--- src/rtl/spike_step_sequencer_pkg.sv ---
// Shared definitions for the spike step sequencer slice: FSM state type,
// default configuration byte offsets, spike frame width and FIFO depth.
package spike_step_sequencer_pkg;

    typedef enum logic {
        IDLE = 1'b0,
        RUN  = 1'b1
    } seq_state_t;

    localparam int unsigned FRAME_W          = 8;
    localparam int unsigned FIFO_DEPTH       = 4;

    localparam int unsigned DEF_CLK_DIV_ADDR = 0;
    localparam int unsigned DEF_SPIKE_ADDR   = 1;
    localparam int unsigned DEF_DEBUG_ADDR   = 2;

    typedef logic [FRAME_W-1:0] frame_t;

endpackage

--- src/rtl/spike_step_sequencer_flag_sync_edge.sv ---
// flag_sync_edge: multi-flop synchroniser for an asynchronous level flag,
// followed by a registered edge detector. rise/fall are single-cycle pulses
// derived only from flops, asserted in the cycle before the
// (SYNC_STAGES+1)th edge after the flag is first sampled high/low.
module flag_sync_edge #(
    parameter int unsigned SYNC_STAGES = 2
) (
    input  logic clk,
    input  logic reset,
    input  logic flag,
    output logic rise,
    output logic fall
);

    logic [SYNC_STAGES-1:0] sync_chain;
    logic                   prev_level;

    if (SYNC_STAGES < 2) begin : g_bad_stages
        $error("flag_sync_edge: SYNC_STAGES must be at least 2");
    end

    // Shift the async flag through the synchroniser and remember the last synced level.
    always_ff @(posedge clk) begin
        if (reset) begin
            sync_chain <= '0;
            prev_level <= 1'b0;
        end else begin
            sync_chain <= {sync_chain[SYNC_STAGES-2:0], flag};
            prev_level <= sync_chain[SYNC_STAGES-1];
        end
    end

    assign rise = sync_chain[SYNC_STAGES-1] & ~prev_level;
    assign fall = ~sync_chain[SYNC_STAGES-1] & prev_level;

endmodule

--- src/rtl/spike_step_sequencer.sv ---
// spike_step_sequencer: synchronises the SPI configuration ready flags,
// snapshots divider/spike/debug bytes and generates the SNN time-step tick,
// delivering one spike frame per step.
// Optional build macro: SPIKE_FIFO_EN (4-entry spike frame FIFO instead of a
// single overwrite-on-collision pending register).
module spike_step_sequencer
    import spike_step_sequencer_pkg::*;
#(
    parameter int unsigned NUM_BYTES    = 128,
    parameter int unsigned CLK_DIV_ADDR = DEF_CLK_DIV_ADDR,
    parameter int unsigned SPIKE_ADDR   = DEF_SPIKE_ADDR,
    parameter int unsigned DEBUG_ADDR   = DEF_DEBUG_ADDR,
    parameter int unsigned SYNC_STAGES  = 2
) (
    input  logic                   clk,
    input  logic                   reset,
    input  logic [NUM_BYTES*8-1:0] all_data_out,
    input  logic                   clk_div_ready,
    input  logic                   input_spike_ready,
    input  logic                   debug_config_ready,
    output logic                   step_en,
    output logic [FRAME_W-1:0]     spikes_out,
    output logic [7:0]             debug_config,
    output logic                   running,
    output logic                   overrun
);

    logic div_rise, div_fall;
    logic spike_rise, spike_fall;
    logic debug_rise, debug_fall;

    flag_sync_edge #(.SYNC_STAGES(SYNC_STAGES)) u_div_sync (
        .clk   (clk),
        .reset (reset),
        .flag  (clk_div_ready),
        .rise  (div_rise),
        .fall  (div_fall)
    );

    flag_sync_edge #(.SYNC_STAGES(SYNC_STAGES)) u_spike_sync (
        .clk   (clk),
        .reset (reset),
        .flag  (input_spike_ready),
        .rise  (spike_rise),
        .fall  (spike_fall)
    );

    flag_sync_edge #(.SYNC_STAGES(SYNC_STAGES)) u_debug_sync (
        .clk   (clk),
        .reset (reset),
        .flag  (debug_config_ready),
        .rise  (debug_rise),
        .fall  (debug_fall)
    );

    frame_t div_byte, spike_byte, debug_byte;

    assign div_byte   = all_data_out[CLK_DIV_ADDR*8 +: 8];
    assign spike_byte = all_data_out[SPIKE_ADDR*8 +: 8];
    assign debug_byte = all_data_out[DEBUG_ADDR*8 +: 8];

    // Most of the image and the spike/debug fall pulses have no function here.
    logic unused_inputs;
    assign unused_inputs = ^{all_data_out, spike_fall, debug_fall};

    seq_state_t state;
    logic [7:0] div_shadow;
    logic [7:0] count;
    logic       step_fire;

    // A divider edge (restart or stop) always wins over a step in the same cycle.
    assign step_fire = (state == RUN) && (count == '0) && !div_rise && !div_fall;

    // Time-step FSM: start/restart on divider rise, stop on fall, count down in RUN.
    always_ff @(posedge clk) begin
        if (reset) begin
            state      <= IDLE;
            div_shadow <= '0;
            count      <= '0;
            running    <= 1'b0;
            step_en    <= 1'b0;
        end else begin
            step_en <= step_fire;
            if (div_rise) begin
                state      <= RUN;
                div_shadow <= div_byte;
                count      <= div_byte;
                running    <= 1'b1;
            end else if (div_fall) begin
                state   <= IDLE;
                running <= 1'b0;
            end else if (state == RUN) begin
                if (count == '0) begin
                    count <= div_shadow;
                end else begin
                    count <= count - 1'b1;
                end
            end
        end
    end

`ifdef SPIKE_FIFO_EN
    localparam int unsigned PTR_W = $clog2(FIFO_DEPTH);
    localparam logic [PTR_W:0] FILL_FULL = (PTR_W+1)'(FIFO_DEPTH);

    frame_t           fifo_mem [FIFO_DEPTH];
    logic [PTR_W-1:0] rd_ptr, wr_ptr;
    logic [PTR_W:0]   fill;
    logic             push, pop;

    // A step on an empty FIFO is silent even when a frame arrives in the same cycle.
    assign pop  = step_fire && (fill != '0);
    assign push = spike_rise && ((fill != FILL_FULL) || pop);

    // Spike frame FIFO: push on spike rise, pop on step, drop and flag when full.
    always_ff @(posedge clk) begin
        if (reset) begin
            rd_ptr     <= '0;
            wr_ptr     <= '0;
            fill       <= '0;
            spikes_out <= '0;
            overrun    <= 1'b0;
        end else begin
            spikes_out <= '0;
            if (pop) begin
                spikes_out <= fifo_mem[rd_ptr];
                rd_ptr     <= rd_ptr + 1'b1;
            end
            if (push) begin
                fifo_mem[wr_ptr] <= spike_byte;
                wr_ptr           <= wr_ptr + 1'b1;
            end
            if (spike_rise && !push) begin
                overrun <= 1'b1;
            end
            fill <= fill + (PTR_W+1)'(push) - (PTR_W+1)'(pop);
        end
    end
`else
    frame_t pending;
    logic   pending_valid;

    // Single pending frame: a step consumes the old frame before a same-cycle arrival lands.
    always_ff @(posedge clk) begin
        if (reset) begin
            pending       <= '0;
            pending_valid <= 1'b0;
            spikes_out    <= '0;
            overrun       <= 1'b0;
        end else begin
            spikes_out <= '0;
            if (step_fire) begin
                spikes_out    <= pending_valid ? pending : '0;
                pending_valid <= 1'b0;
            end
            if (spike_rise) begin
                pending       <= spike_byte;
                pending_valid <= 1'b1;
                if (pending_valid && !step_fire) begin
                    overrun <= 1'b1;
                end
            end
        end
    end
`endif

    // Debug byte is latched on each debug rise and held otherwise.
    always_ff @(posedge clk) begin
        if (reset) begin
            debug_config <= '0;
        end else if (debug_rise) begin
            debug_config <= debug_byte;
        end
    end

endmodule

--- config.mk ---
export PLATFORM = sky130hd
export DESIGN_NAME = spike_step_sequencer
export DESIGN_NICKNAME = d
export VERILOG_FILES = /design/src/rtl/spike_step_sequencer_pkg.sv /design/src/rtl/spike_step_sequencer_flag_sync_edge.sv /design/src/rtl/spike_step_sequencer.sv
export SDC_FILE = /design/constraint.sdc
export NUM_CORES = 1
export LEC_CHECK = 0
export CORE_AREA = 4 4 408 410
export CTS_CLUSTER_SIZE = 24
export DETAILED_ROUTE_END_ITERATION = 10
export DIE_AREA = 0 0 412 414
export DONT_BUFFER_PORTS = 1
export REMOVE_ABC_BUFFERS = 1
export SKIP_LAST_GASP = 1
export SLEW_MARGIN = 10
export SYNTH_ARGS = -nofsm -noshare
export SYNTH_HDL_FRONTEND = slang
export SYNTH_SLANG_ARGS = --single-unit
export TNS_END_PERCENT = 1
--- constraint.sdc ---
create_clock -name clk -period 1.7 [get_ports clk]
set_input_delay 0.51 -clock clk [delete_from_list [all_inputs] [get_ports clk]]
set_output_delay 0.51 -clock clk [all_outputs]
set_load 0.03 [all_outputs]
==> results of run 1 <==
through the flow:
step	setup slack (ns)	hold WS, ns	utilization
6_report	0.0258	0.279	0.0319
5_1_grt	-0.0633	0.257	0.0318
4_1_cts	-0.0115	0.263	0.0318
3_5_place_dp	-0.147	0.427	0.0307
3_3_place_gp	-0.122	0.420	0.0307
2_1_floorplan	-0.130	0.414	-
logic make-up after synthesis:
family,synth area share
flops,0.494
simple gates,0.226
compound gates,0.127
buf+inv,0.0332
mux,0.0840
xor+xnor,0.0122
fa+ha+maj,0.0233
layout make-up:
type | count | area (µm²) | share of cell area
inverters | 5 | 18.8 | 0.00363
well taps | 2175 | 2720 | 0.526
multi-input cells | 150 | 1040 | 0.200
clock inverters | 3 | 28.8 | 0.00556
repair buffers | 23 | 173 | 0.0334
clock buffers | 5 | 125 | 0.0242
flip-flops and latches | 53 | 1060 | 0.205
diodes | 4 | 10.0 | 0.00193
worst min-delay path by stage:
stage                                    start                         end  slack, ns  cells past startpoint
floorplan           u_debug_sync.sync_chain[0]  u_debug_sync.sync_chain[1]       0.41                      1
global placement    u_spike_sync.sync_chain[0]  u_spike_sync.sync_chain[1]       0.42                      1
detailed placement  u_spike_sync.sync_chain[0]  u_spike_sync.sync_chain[1]       0.43                      1
CTS                                      reset                  pending[5]       0.26                      1
global route                             reset               pending_valid       0.26                      1
finish                                   reset                  pending[1]       0.28                      1
what timing repair did:
item	CTS	global route
setup buffers	0	0
gates cloned	0	0
gates resized for setup	5	2
pin swaps	3	0
endpoints found under the setup margin	15	17
cell usage after synthesis (4+ instances only):
library cell and instances:
nand2_1 21, nor2b_1 11, nor2_1 19, a21oi_1 17, and2_1 8, dfxtp_1 53, nand2b_1 11, mux2i_1 15
clkbuf_1 9, o21ai_0 4, inv_1 5, ha_1 4
sequential cells by signal (all words and copies together), names as in the netlist:
name,flops
u_debug_sync.prev_level,1
debug_config,8
u_debug_sync.sync_chain,2
pending_valid,1
pending,8
overrun,1
u_div_sync.sync_chain,2
spikes_out,8
count,8
step_en,1
u_spike_sync.sync_chain,2
u_spike_sync.prev_level,1
div_shadow,8
state,1
u_div_sync.prev_level,1
critical path: stages (launching register included):
cell and delay, ns:
dfxtp_1 0.31, inv_1 0.10, ha_4 0.15, nor2b_2 0.21, nand3b_4 0.18, buf_4 0.20
o21ai_0 0.29, o31ai_1 0.11
cells in the final DEF (no fill, tap or decap), types with 2 or more instances in the layout:
cell type,instances
inv_1,4
a21oi_1,17
or2_2,3
a211oi_1,3
diode_2,4
mux2_4,2
nor2_1,19
buf_4,23
o31ai_1,3
a311oi_2,2
dfxtp_1,52
o21ai_0,4
nand2_1,21
ha_1,3
nand2b_1,11
nor3_1,2
xor2_1,3
and2_1,8
clkbuf_16,5
nand3b_1,2
mux2i_1,15
nor2b_1,10
a31oi_1,3
where the power goes:
part	switching [W]	total [W]	internal (W)	leakage, nW
sequential	0.0000466	0.00133	0.00128	0.432
clock	0.000490	0.00106	0.000565	0.0763
combinational	0.000163	0.000360	0.000197	0.481
total	0.000700	0.00275	0.00205	0.989
layer usage:
layer,up-vias,GRT usage,share of wire
met5,-,0,0.0013
met4,2,0.00126,0.0082
met3,15,0.00989,0.15
met2,81,0.00971,0.24
met1,715,0.0182,0.60
li1,789,-,-
==> results.sh, run 1 <==
export IMPL_status="finished, final reports clean"
export IMPL_ir_drop_mv=0.403
export IMPL_die_area_um2=171000
export IMPL_max_slew_margin=0.640
export IMPL_hold_class="in2reg"
export IMPL_cts_buffers=5
export IMPL_coreArea_um2=162000
export IMPL_die_h_um=414
export IMPL_start_util=0.0132
export IMPL_worstReg2RegStart="count[0]"
export IMPL_nFillCells=19400
export IMPL_r2r_setup_slack_ns=0.03
export IMPL_track_usage=0.0113
export IMPL_fin_cells=2418
export IMPL_port_buffers=0
export IMPL_cts_num_sinks=53
export IMPL_gp_congestion=0.629
export IMPL_avgSynthCellArea_um2=9.75
export IMPL_drive_above_1_share=0.205
export IMPL_cts_tree="built"
export IMPL_die_w_um=412
export IMPL_grt_pass1_vias=1564
export IMPL_ff2ff_path_depth=7
export IMPL_syn_inst=220
export IMPL_synthToLayoutAreaGrowth_pct=141
export IMPL_yosys_area_top_type_share=0.494
export IMPL_fin_area_um2=5180
export IMPL_critical_path_arrival_ns=1.84
export IMPL_synth_cell_types=40
export IMPL_grt_ovfl_total=0
export IMPL_ys_seq_elements=53
export IMPL_yosys_area_top_type="dfxtp_1"
export IMPL_crit_fanout=6
export IMPL_setup_viol=0
export IMPL_dpl_cell_count=2406
export IMPL_final_setup_skew_ns=0.00778
export IMPL_finalPower_w=0.00275
export IMPL_leakage_nw=0.989
export IMPL_fin_crit_ns=1.67
export IMPL_slew_viol_final=0
export IMPL_root_buffer="clkbuf_16"
export IMPL_antenna_found_initial=15
export IMPL_clock_latency_ns=0.29
export IMPL_rsz0062_at_grt="true"
export IMPL_start_kind="flop"
export IMPL_fmax_ghz=0.597
export IMPL_clk_pin_slew_worst_paths_ns=0.08
export IMPL_wl_per_cell_um=4.08
export IMPL_grt_pass1_wl_um=12900
export IMPL_yosysSeqAreaShare=0.494
export IMPL_powerDensity_nw_per_um2=530
export IMPL_dp_hpwl_um=8500
export IMPL_io_pins=1048
export IMPL_tns_ns=0
export IMPL_synth_edf_count=0
export IMPL_row_count=148
export IMPL_ys_warn_count=0
export IMPL_drtAntennaViolNets=0
export IMPL_fin_nets=1271
export IMPL_place_area_um2=4990
export IMPL_cp_endpoint="overrun"
export IMPL_min_period_over_period=0.985
export IMPL_grt_max_degree=50
export IMPL_h_tree_depth=2
export IMPL_synth_area_um2=2150
export IMPL_required_ns=1.87
export IMPL_r2r_end="overrun"
export IMPL_worst_pin_slew_ns=0.539
export IMPL_clock_path_buffers=2
export IMPL_routed_via_density=0.663
export IMPL_drtIter0Drc=41
export IMPL_end_kind="flop"
export IMPL_synth_async_reset_ratio=0
export IMPL_hold_buffers=0
export IMPL_yosys_top_cells_area="dfxtp_1 49%, mux2i_1 7.0%, a21oi_1 4.0%"
export IMPL_startpoint="count[0]"
export IMPL_drc_errors=0
export IMPL_dr_pass1_iters=4
export IMPL_criticalPathCategory="reg2reg"
export IMPL_cap_violations=0
export IMPL_vias=1602
export IMPL_routed_wl_um=9880
export IMPL_finalHoldViolCount=0
export IMPL_ys_dominant_reg_cell="dfxtp_1"
No activity file was read; power rests on OpenSTA's default activity.
==> run 2, diff against run 1 <==
--- a/config.mk
+++ b/config.mk
@@ -11,7 +11,6 @@
 export DIE_AREA = 0 0 412 414
 export DONT_BUFFER_PORTS = 1
 export REMOVE_ABC_BUFFERS = 1
-export SKIP_LAST_GASP = 1
 export SLEW_MARGIN = 10
 export SYNTH_ARGS = -nofsm -noshare
 export SYNTH_HDL_FRONTEND = slang
==> run 2 against run 1 <==
Routed wire length grew 0.88%. Non-clock buffer count is the same. Total power grew 0.87%. Sequential share of layout area shrank 0.074 points. Combinational power grew 3%. Clock skew is essentially flat. Clock power is essentially flat. Hold slack is essentially flat. Die area is the same. Largest cell class unchanged.
==> results.sh, run 2 (synthesized netlist as in run 1, its figures left out) <==
export IMPL_status="finished, final reports clean"
export IMPL_grt_pass1_wl_um=12900
export IMPL_coreArea_um2=162000
export IMPL_antenna_found_initial=15
export IMPL_fin_area_um2=5190
export IMPL_cp_cell_sequence="inv_1 -> ha_1 -> buf_4 -> or2_2 -> mux2_4 -> a311oi_2"
export IMPL_cts_num_sinks=53
export IMPL_worst_pin_slew_ns=0.539
export IMPL_grt_ovfl_total=0
export IMPL_min_period_over_period=0.967
export IMPL_r2r_setup_slack_ns=0.06
export IMPL_drtIter0Drc=39
export IMPL_start_util=0.0132
export IMPL_finalPower_w=0.00277
export IMPL_leakage_nw=0.999
export IMPL_ir_drop_mv=0.403
export IMPL_hold_class="in2reg"
export IMPL_port_buffers=0
export IMPL_synthToLayoutAreaGrowth_pct=142
export IMPL_track_usage=0.0113
export IMPL_grt_max_degree=50
export IMPL_setup_viol=0
export IMPL_crit_fanout=10
export IMPL_fin_crit_ns=1.64
export IMPL_dp_hpwl_um=8500
export IMPL_whs_ns=0.279
export IMPL_nFillCells=19400
export IMPL_place_area_um2=4990
export IMPL_ff2ff_path_depth=6
export IMPL_clock_path_buffers=2
export IMPL_layout_commonest_cell="dfxtp_1"
export IMPL_path_buf_inv=2
export IMPL_pre_cts_slack_ns=-0.147
export IMPL_clk_pin_slew_worst_paths_ns=0.08
export IMPL_gp_congestion=0.629
export IMPL_final_setup_skew_ns=0.00777
export IMPL_h_tree_depth=2
export IMPL_tns_ns=0
export IMPL_die_area_um2=171000
export IMPL_powerDensity_nw_per_um2=533
export IMPL_cp_slowest_stage_delay_ns=0.34
export IMPL_criticalPathCategory="reg2reg"
export IMPL_rsz0062_at_grt="true"
export IMPL_routed_via_density=0.663
export IMPL_wl_per_cell_um=4.12
export IMPL_hold_buffers=0
export IMPL_drive_above_1_share=0.218
export IMPL_crit_family="flip-flops"
export IMPL_hold_depth=1
export IMPL_die_h_um=414
export IMPL_cts_buffers=5
export IMPL_slowest_stage="dfxtp_1"
export IMPL_postCtsSetupBuffers=0
export IMPL_fin_ws_ns=0.0562
export IMPL_required_ns=1.90
export IMPL_max_slew_margin=0.640
export IMPL_worstReg2RegStart="u_div_sync.prev_level"
export IMPL_start_kind="flop"
export IMPL_min_delay_start="reset"
export IMPL_dr_pass1_iters=4
export IMPL_vias=1602
export IMPL_fin_nets=1271
export IMPL_slew_viol_final=0
export IMPL_end_kind="flop"
export IMPL_grt_pass1_vias=1563
export IMPL_row_count=148
export IMPL_cts_tree="built"
export IMPL_drc_errors=0
export IMPL_final_cell_mix="52 x dfxtp_1, 23 x buf_4, 21 x nand2_1, 19 x nor2_1, 16 x a21oi_1"
export IMPL_finalHoldViolCount=0
export IMPL_clock_latency_ns=0.29
export IMPL_cap_violations=0
export IMPL_multi_input_area_um2=1060
export IMPL_die_w_um=412
export IMPL_r2r_end="count[1]"
export IMPL_root_buffer="clkbuf_16"
export IMPL_critical_path_arrival_ns=1.85
export IMPL_regArea_um2=1060
export IMPL_io_pins=1048
export IMPL_routed_wl_um=9960
export IMPL_fmax_ghz=0.608
export IMPL_min_to="pending[1]"
export IMPL_drtAntennaViolNets=0
## run 2: changes by cell type in the layout (fill, tap and decap cells not counted)
| cell | change |
|---|---|
| o21ai_0 | -1 |
| a22oi_2 | +1 |
| nor2b_4 | +1 |
| nor2b_2 | -1 |
| or2_2 | -1 |
| ha_1 | -1 |
| a21oi_1 | -1 |
| ha_2 | +1 |
| a21oi_2 | +1 |
| o21ai_1 | +1 |
| a22oi_1 | -1 |
| or2_4 | +1 |
## run 2: cell type report
class	count	area share
Tap cell	2175	0.524
Sequential cell	53	0.204
Multi-Input combinational cell	150	0.203
Timing Repair Buffer	23	0.0332
Clock buffer	5	0.0241
Clock inverter	3	0.00554
Inverter	5	0.00361
Antenna cell	4	0.00193
## run 2: worst register-to-register path, cell delays in order (launching register included)
cell and delay, ns:
dfxtp_1 0.34, inv_1 0.05, ha_1 0.19, buf_4 0.17, or2_2 0.29, mux2_4 0.26, a311oi_2 0.25
## run 2: worst max path at each step
stage                                to  cells after the start                  start
after floorplan           spikes_out[0]                      6  u_div_sync.prev_level
after global placement         count[7]                      6               count[1]
after detailed placement       count[7]                      6               count[1]
after CTS                      count[5]                      5               count[1]
after global routing           count[7]                      6               count[0]
final                          count[1]                      6  u_div_sync.prev_level
## run 2: what timing repair did
action	CTS	global route
gates resized for setup	6	7
pin swaps	3	1
endpoints found under the setup margin	15	12
## run 2: stage by stage
step / std cells / utilization
after floorplan: 208 / -
after global placement: 2406 / 0.0307
after detailed placement: 2406 / 0.0307
after CTS: 2414 / 0.0318
after global routing: 2414 / 0.0319
final: 2418 / 0.0320
## run 2: power breakdown
group	internal, W	switching [W]	total [W]
Combinational	0.000205	0.000168	0.000372
Clock	0.000565	0.000500	0.00107
Sequential	0.00128	0.0000483	0.00133
## run 2: per-layer routing
metal | vias to the layer above | track usage | share of wire
li1 | 788 | - | -
met1 | 718 | 0.0182 | 0.60
met2 | 79 | 0.00971 | 0.24
met3 | 15 | 0.00989 | 0.15
met4 | 2 | 0.00126 | 0.0081
met5 | - | 0 | 0.0013
